===== src/rtl/menu_sequencer.sv =====
// menu_sequencer: startup-screen sequencing and hand-off into gameplay.
// Tracks the selected mode, the cursor blink, the post-entry input lockout
// and the one-cycle launch pulse into the game core. Every output is a register.
// Optional build macro MENU_TIMEOUT_EN: after TIMEOUT_FRAMES idle frames in the
// menu the sequencer auto-launches a 1-player demo game.
//
// state    | meaning
// ---------+--------------------------------------------------------------
// S_LOCK   | menu shown, button edges ignored until the lockout expires
// S_MENU   | menu shown, up/down move the cursor, select launches
// S_LAUNCH | selection frozen, waiting for the next frame to start the game
// S_GAME   | gameplay running, menu hidden until game_over
module menu_sequencer #(
  parameter int LOCKOUT_FRAMES = 15,
  parameter int BLINK_FRAMES   = 30,
  parameter int TIMEOUT_FRAMES = 600,
  parameter int CNT_W          = 10
) (
  input  logic clk_0,
  input  logic rst,
  input  logic frame_tick,
  input  logic btn_up,
  input  logic btn_down,
  input  logic btn_select,
  input  logic game_over,
  output logic show_menu,
  output logic sel_mode,
  output logic highlight_on,
  output logic game_start,
  output logic mode,
  output logic demo
);

  typedef enum logic [1:0] {S_LOCK, S_MENU, S_LAUNCH, S_GAME} state_t;

  localparam logic [CNT_W-1:0] LOCK_LAST  = CNT_W'(LOCKOUT_FRAMES - 1);
  localparam logic [CNT_W-1:0] BLINK_LAST = CNT_W'(BLINK_FRAMES - 1);
  localparam logic [CNT_W-1:0] ONE        = {{(CNT_W-1){1'b0}}, 1'b1};

  // Counter width must hold every frame count without wrapping.
  if ((2 ** CNT_W) <= LOCKOUT_FRAMES || (2 ** CNT_W) <= BLINK_FRAMES ||
      (2 ** CNT_W) <= TIMEOUT_FRAMES) begin : g_cnt_w_check
    $error("menu_sequencer: CNT_W too narrow for the frame counts");
  end

  state_t           state, state_nxt;
  logic [CNT_W-1:0] lock_cnt, lock_nxt;
  logic [CNT_W-1:0] blink_cnt, blink_nxt;
  logic [2:0]       prev_btn;
  logic [2:0]       btn_now;
  logic [2:0]       btn_edge;
  logic             show_nxt, sel_nxt, hl_nxt, start_nxt, mode_nxt;
  logic             move_up, move_dn;
  logic [CNT_W-1:0] blink_adv;
  logic             hl_adv;

`ifdef MENU_TIMEOUT_EN
  localparam logic [CNT_W-1:0] IDLE_LAST = CNT_W'(TIMEOUT_FRAMES - 1);
  logic [CNT_W-1:0] idle_cnt, idle_nxt;
  logic             demo_nxt;
`else
  assign demo = 1'b0;
`endif

  // Bit order {select, down, up}; an edge is usable in the cycle it is seen.
  assign btn_now  = {btn_select, btn_down, btn_up};
  assign btn_edge = btn_now & ~prev_btn;
  assign move_up  = btn_edge[0] & ~btn_edge[1];
  assign move_dn  = btn_edge[1] & ~btn_edge[0];

  // Blink advance applied on a frame tick in the states that blink.
  assign hl_adv    = (blink_cnt == BLINK_LAST) ? ~highlight_on : highlight_on;
  assign blink_adv = (blink_cnt == BLINK_LAST) ? '0 : blink_cnt + ONE;

  // State, counters and registered outputs; prev_btn resets high so a
  // button held through reset does not count as a press.
  always_ff @(posedge clk_0) begin
    if (rst) begin
      state        <= S_LOCK;
      lock_cnt     <= '0;
      blink_cnt    <= '0;
      prev_btn     <= 3'b111;
      show_menu    <= 1'b1;
      sel_mode     <= 1'b0;
      highlight_on <= 1'b1;
      game_start   <= 1'b0;
      mode         <= 1'b0;
`ifdef MENU_TIMEOUT_EN
      idle_cnt     <= '0;
      demo         <= 1'b0;
`endif
    end else begin
      state        <= state_nxt;
      lock_cnt     <= lock_nxt;
      blink_cnt    <= blink_nxt;
      prev_btn     <= btn_now;
      show_menu    <= show_nxt;
      sel_mode     <= sel_nxt;
      highlight_on <= hl_nxt;
      game_start   <= start_nxt;
      mode         <= mode_nxt;
`ifdef MENU_TIMEOUT_EN
      idle_cnt     <= idle_nxt;
      demo         <= demo_nxt;
`endif
    end
  end

  // Next-state and next-output decode.
  always_comb begin
    state_nxt = state;
    lock_nxt  = lock_cnt;
    blink_nxt = blink_cnt;
    show_nxt  = show_menu;
    sel_nxt   = sel_mode;
    hl_nxt    = highlight_on;
    start_nxt = 1'b0;
    mode_nxt  = mode;
`ifdef MENU_TIMEOUT_EN
    idle_nxt  = idle_cnt;
    demo_nxt  = demo;
`endif
    case (state)
      S_LOCK: begin
        show_nxt = 1'b1;
        if (frame_tick) begin
          hl_nxt    = hl_adv;
          blink_nxt = blink_adv;
          if (lock_cnt == LOCK_LAST) begin
            state_nxt = S_MENU;
            lock_nxt  = '0;
          end else begin
            lock_nxt = lock_cnt + ONE;
          end
        end
      end
      S_MENU: begin
        show_nxt = 1'b1;
        if (btn_edge[2]) begin
          state_nxt = S_LAUNCH;
          hl_nxt    = 1'b1;
`ifdef MENU_TIMEOUT_EN
          idle_nxt  = '0;
`endif
        end
`ifdef MENU_TIMEOUT_EN
        else if (btn_edge == 3'b000 && frame_tick && idle_cnt == IDLE_LAST) begin
          state_nxt = S_LAUNCH;
          sel_nxt   = 1'b0;
          demo_nxt  = 1'b1;
          hl_nxt    = 1'b1;
          idle_nxt  = '0;
        end
`endif
        else begin
          // A real cursor move restarts the blink with the cursor visible.
          if ((move_up && sel_mode) || (move_dn && !sel_mode)) begin
            sel_nxt   = move_dn;
            hl_nxt    = 1'b1;
            blink_nxt = '0;
          end else if (frame_tick) begin
            hl_nxt    = hl_adv;
            blink_nxt = blink_adv;
          end
`ifdef MENU_TIMEOUT_EN
          if (btn_edge != 3'b000) idle_nxt = '0;
          else if (frame_tick)    idle_nxt = idle_cnt + ONE;
`endif
        end
      end
      S_LAUNCH: begin
        show_nxt = 1'b1;
        hl_nxt   = 1'b1;
        if (frame_tick) begin
          state_nxt = S_GAME;
          start_nxt = 1'b1;
          mode_nxt  = sel_mode;
          show_nxt  = 1'b0;
          hl_nxt    = 1'b0;
        end
      end
      S_GAME: begin
        show_nxt = 1'b0;
        hl_nxt   = 1'b0;
        // A coincident frame tick is deliberately not counted here.
        if (game_over) begin
          state_nxt = S_LOCK;
          lock_nxt  = '0;
          blink_nxt = '0;
          show_nxt  = 1'b1;
          hl_nxt    = 1'b1;
`ifdef MENU_TIMEOUT_EN
          demo_nxt  = 1'b0;
`endif
        end
      end
      default: state_nxt = S_LOCK;
    endcase
  end

endmodule


===== config.mk =====
export PLATFORM = sky130hd
export DESIGN_NAME = menu_sequencer
export DESIGN_NICKNAME = d
export VERILOG_FILES = /design/src/rtl/menu_sequencer.sv
export SDC_FILE = /design/constraint.sdc
export NUM_CORES = 1
export LEC_CHECK = 0
export CORE_MARGIN = 2
export CORE_UTILIZATION = 55
export CTS_CLUSTER_DIAMETER = 60
export CTS_CLUSTER_SIZE = 12
export DETAILED_ROUTE_END_ITERATION = 10
export GPL_ROUTABILITY_DRIVEN = 0
export PLACE_DENSITY_LB_ADDON = 0.1
export SETUP_SLACK_MARGIN = 0.15
export SLEW_MARGIN = 10
export SYNTH_ARGS = -nofsm -noshare
export SYNTH_HDL_FRONTEND = slang
export SYNTH_SLANG_ARGS = --single-unit
export TNS_END_PERCENT = 10

===== constraint.sdc =====
create_clock -name clk_0 -period 2.3 [get_ports clk_0]
set_input_delay 0.46 -clock clk_0 [delete_from_list [all_inputs] [get_ports clk_0]]
set_output_delay 0.46 -clock clk_0 [all_outputs]
set_load 0.02 [all_outputs]

==> impl_metrics.ini <==
[status]
status = completed

[power]
seqPwrFrac_pct = 52.4
p_leak_uw = 0.000644
switchingPower_uw = 244
power.density_nw_per_um2 = 590
internal_power_uw = 787
power_uw = 1030
max-vdd-ir-drop_mv = 0.480
pwr-share-comb_pct = 6.6
p_clk_share_pct = 41.0
swShare_pct = 23.6

[synthesis]
synthCells = 177
synth.distinct_cells = 38
synth_warnings = 0
synth.top_cell.area_share_pct = 39.5
synthTopCellsByArea = dfxtp_1, ha_1, nor2_1
avgSynthCellArea_um2 = 8.58
synth_fp_nets = 193
synth_area_um2 = 1520
synth_seq_area_share_pct = 39.5
yosysTopAreaCell = dfxtp_1
synth_seq_cells = 30

[die]
dieHeight_um = 56.6
fp.dieW_um = 56.6
start_util_pct = 56.5
ios = 13
rows = 19
die-area_um2 = 3200
core_um2 = 2690

[timing]
tns_ps = 0
period_needed_ps = 1890
period_share_pct = 82.0
final_hold_viol_count = 0
setup_viol = 0
skew_ps = 12.8
final_max_slew_viol_count = 0
rsz0062_at_grt = false
fmax_ghz = 0.530

[global_routing]
grt_pass1_wl_um = 5040
grt_pass1_vias = 1177
grt_max_degree = 16
grt_overflow = 0
grt_antenna_before_repair = 0
grtUsageTotal_pct = 20.3

[clocking]
clock-sinks = 30
clk_latency_ps = 340
ctsResizeCount = 0
cts_tree = yes
holdBufCountCts = 0
clk_pin_slew_ps = 100
post_cts_buffers = 0
clockBufferDepth = 2
numCtsBuffers = 5
root_buffer = clkbuf_4
cts_max_level = 2

[setup_path]
critical_path.max_fanout = 15
crit_slowest_cell = dfxtp_1
cp_data_arrival_time_ps = 2100
end_kind = flop
crit_required_ps = 2520
r2r_slack_ps = 410
critical-path-max-stage-delay_ps = 370
cp-start-kind = flop
worst-path-buf-inv = 3
critPathTopFamily = buffers and inverters
cp_cell_sequence = inv_1 > ha_1 > inv_1 > o2111ai_1 > buf_4 > nor4_1 > xnor2_1 > nor2_1
path_class = reg2reg
crit_top_cell = inv_1

[layout]
diodes = 0
layout.nets = 210
layout-drive-gt1-share_pct = 9.74
area_delta_synth_final_pct = 15.0
regArea_um2 = 601
multi_input_area_um2 = 863
fillCellCount = 233

[drt]
drcViolationCount = 0
totalWireLength_um = 2900
vias = 1246
first_pass_iters = 4
viasPerCell = 5.51
wl_per_cell_um = 12.8
drtAntennaViolNets = 0
drtIter0Drc = 45

[place]
numPortBuffers = 11
dp_hpwl_um = 2070

[run]
max_cap_viol_count = 0

[min_path]
hp-class = reg2reg
-- worst paths after layout --
check             startpoint            to  cells past startpoint
setup / recovery    state[0]  blink_cnt[9]                      8
hold / removal          mode          mode                      2
setup reg to reg    state[0]  blink_cnt[9]                      8
hold reg to reg         mode          mode                      2
-- tightest hold or removal path, delay by kind of cell (launching register included) --
kind	cells	cell delay (ps)
AND/OR/NAND/NOR	1	50
AO/OA/AOI/OAI	1	60
flip-flops	1	320
-- power by group through the flow --
stage / Clock, uW / Sequential (uW) / Combinational, uW
after floorplan: 0 / 551 / 43.9
after global placement: 0 / 551 / 66.8
after detailed placement: 0 / 552 / 68.2
after CTS: 431 / 541 / 68.5
after global routing: 451 / 543 / 77.1
final: 422 / 540 / 68.2
-- layer usage --
| metal | GRT usage [%] | routed length [um] | vias to the layer above |
|---|---|---|---|
| met5 | 0 | 0 | - |
| met4 | 11.2 | 74 | 0 |
| met1 | 24.4 | 1380 | 574 |
| li1 | - | - | 645 |
| met3 | 5.76 | 109 | 10 |
| met2 | 32.4 | 1330 | 17 |
-- synth_stat cells, drive strengths merged --
cell and number:
a21oi 8, nor4 3, nand2b 3, a211o 3, o2111ai 1, mux2i 3, a311o 1, and2b 1
nor2b 3, inv 9, buf 3, nand2 13, xor2 9, nand3 9, o221ai 1, and4 1
nor4b 1, or3 4, nand4 6, o21ai 5, nor3 9, a31oi 1, dfxtp 30, a2bb2oi 1
and3 1, clkbuf 1, xnor2 5, nor2 25, a211oi 2, and2 1, or2 3, or3b 1
ha 9, conb 1
-- registers in the layout (all words and copies together) (netlist names) --
name and cells:
blink_cnt 10, game_start 1, highlight_on 1, lock_cnt 10, mode 1, prev_btn 3
sel_mode 1, show_menu 1, state 2
-- layout by cell type (no fill, tap or decap), drive strengths merged, types with 2 or more instances in the layout --
cell            n
dfxtp          30
inv             9
nor3            9
nor2           25
mux2i           3
nor4            3
or3             4
ha              9
nand2          13
buf             3
clkinv          2
clkbuf          5
a211o           3
nand2b          3
xor2            9
nand3           9
or2             3
nand4           6
a21oi           8
o21ai           5
xnor2           5
clkdlybuf4s50  11
nor2b           3
a211oi          2
-- logic make-up after synthesis --
group	Yosys count	synth area share (%)
adders and majority gates	9	7.41
buffers and inverters	13	3.62
xor gates and xnor gates	14	8.07
muxes	3	1.98
other	1	0.247
DFF	30	39.5
and+or+nand+nor	84	28.9
AOI/OAI and AO/OA	23	10.2
-- final cells by class --
type                            count  area share [%]
Clock buffer                        5            2.15
Clock inverter                      3            2.29
Inverter                            9            1.93
Multi-Input combinational cell    134            49.4
Sequential cell                    30            34.4
Tap cell                           31            2.22
Timing Repair Buffer               14            7.59
-- per-stage QoR --
stage               utilization, %  cell area [um2]  setup WS [ps]  hold slack, ps  cells
detailed placement            62.1             1670            100             460    218
global placement              62.1             1670            147             443    218
floorplan                        -             1520            556             480    177
global route                  65.0             1750            235             492    226
finish                        65.0             1750            414             471    226
CTS                           65.0             1750            391             473    226
No activity file was read; power rests on OpenSTA's default activity.
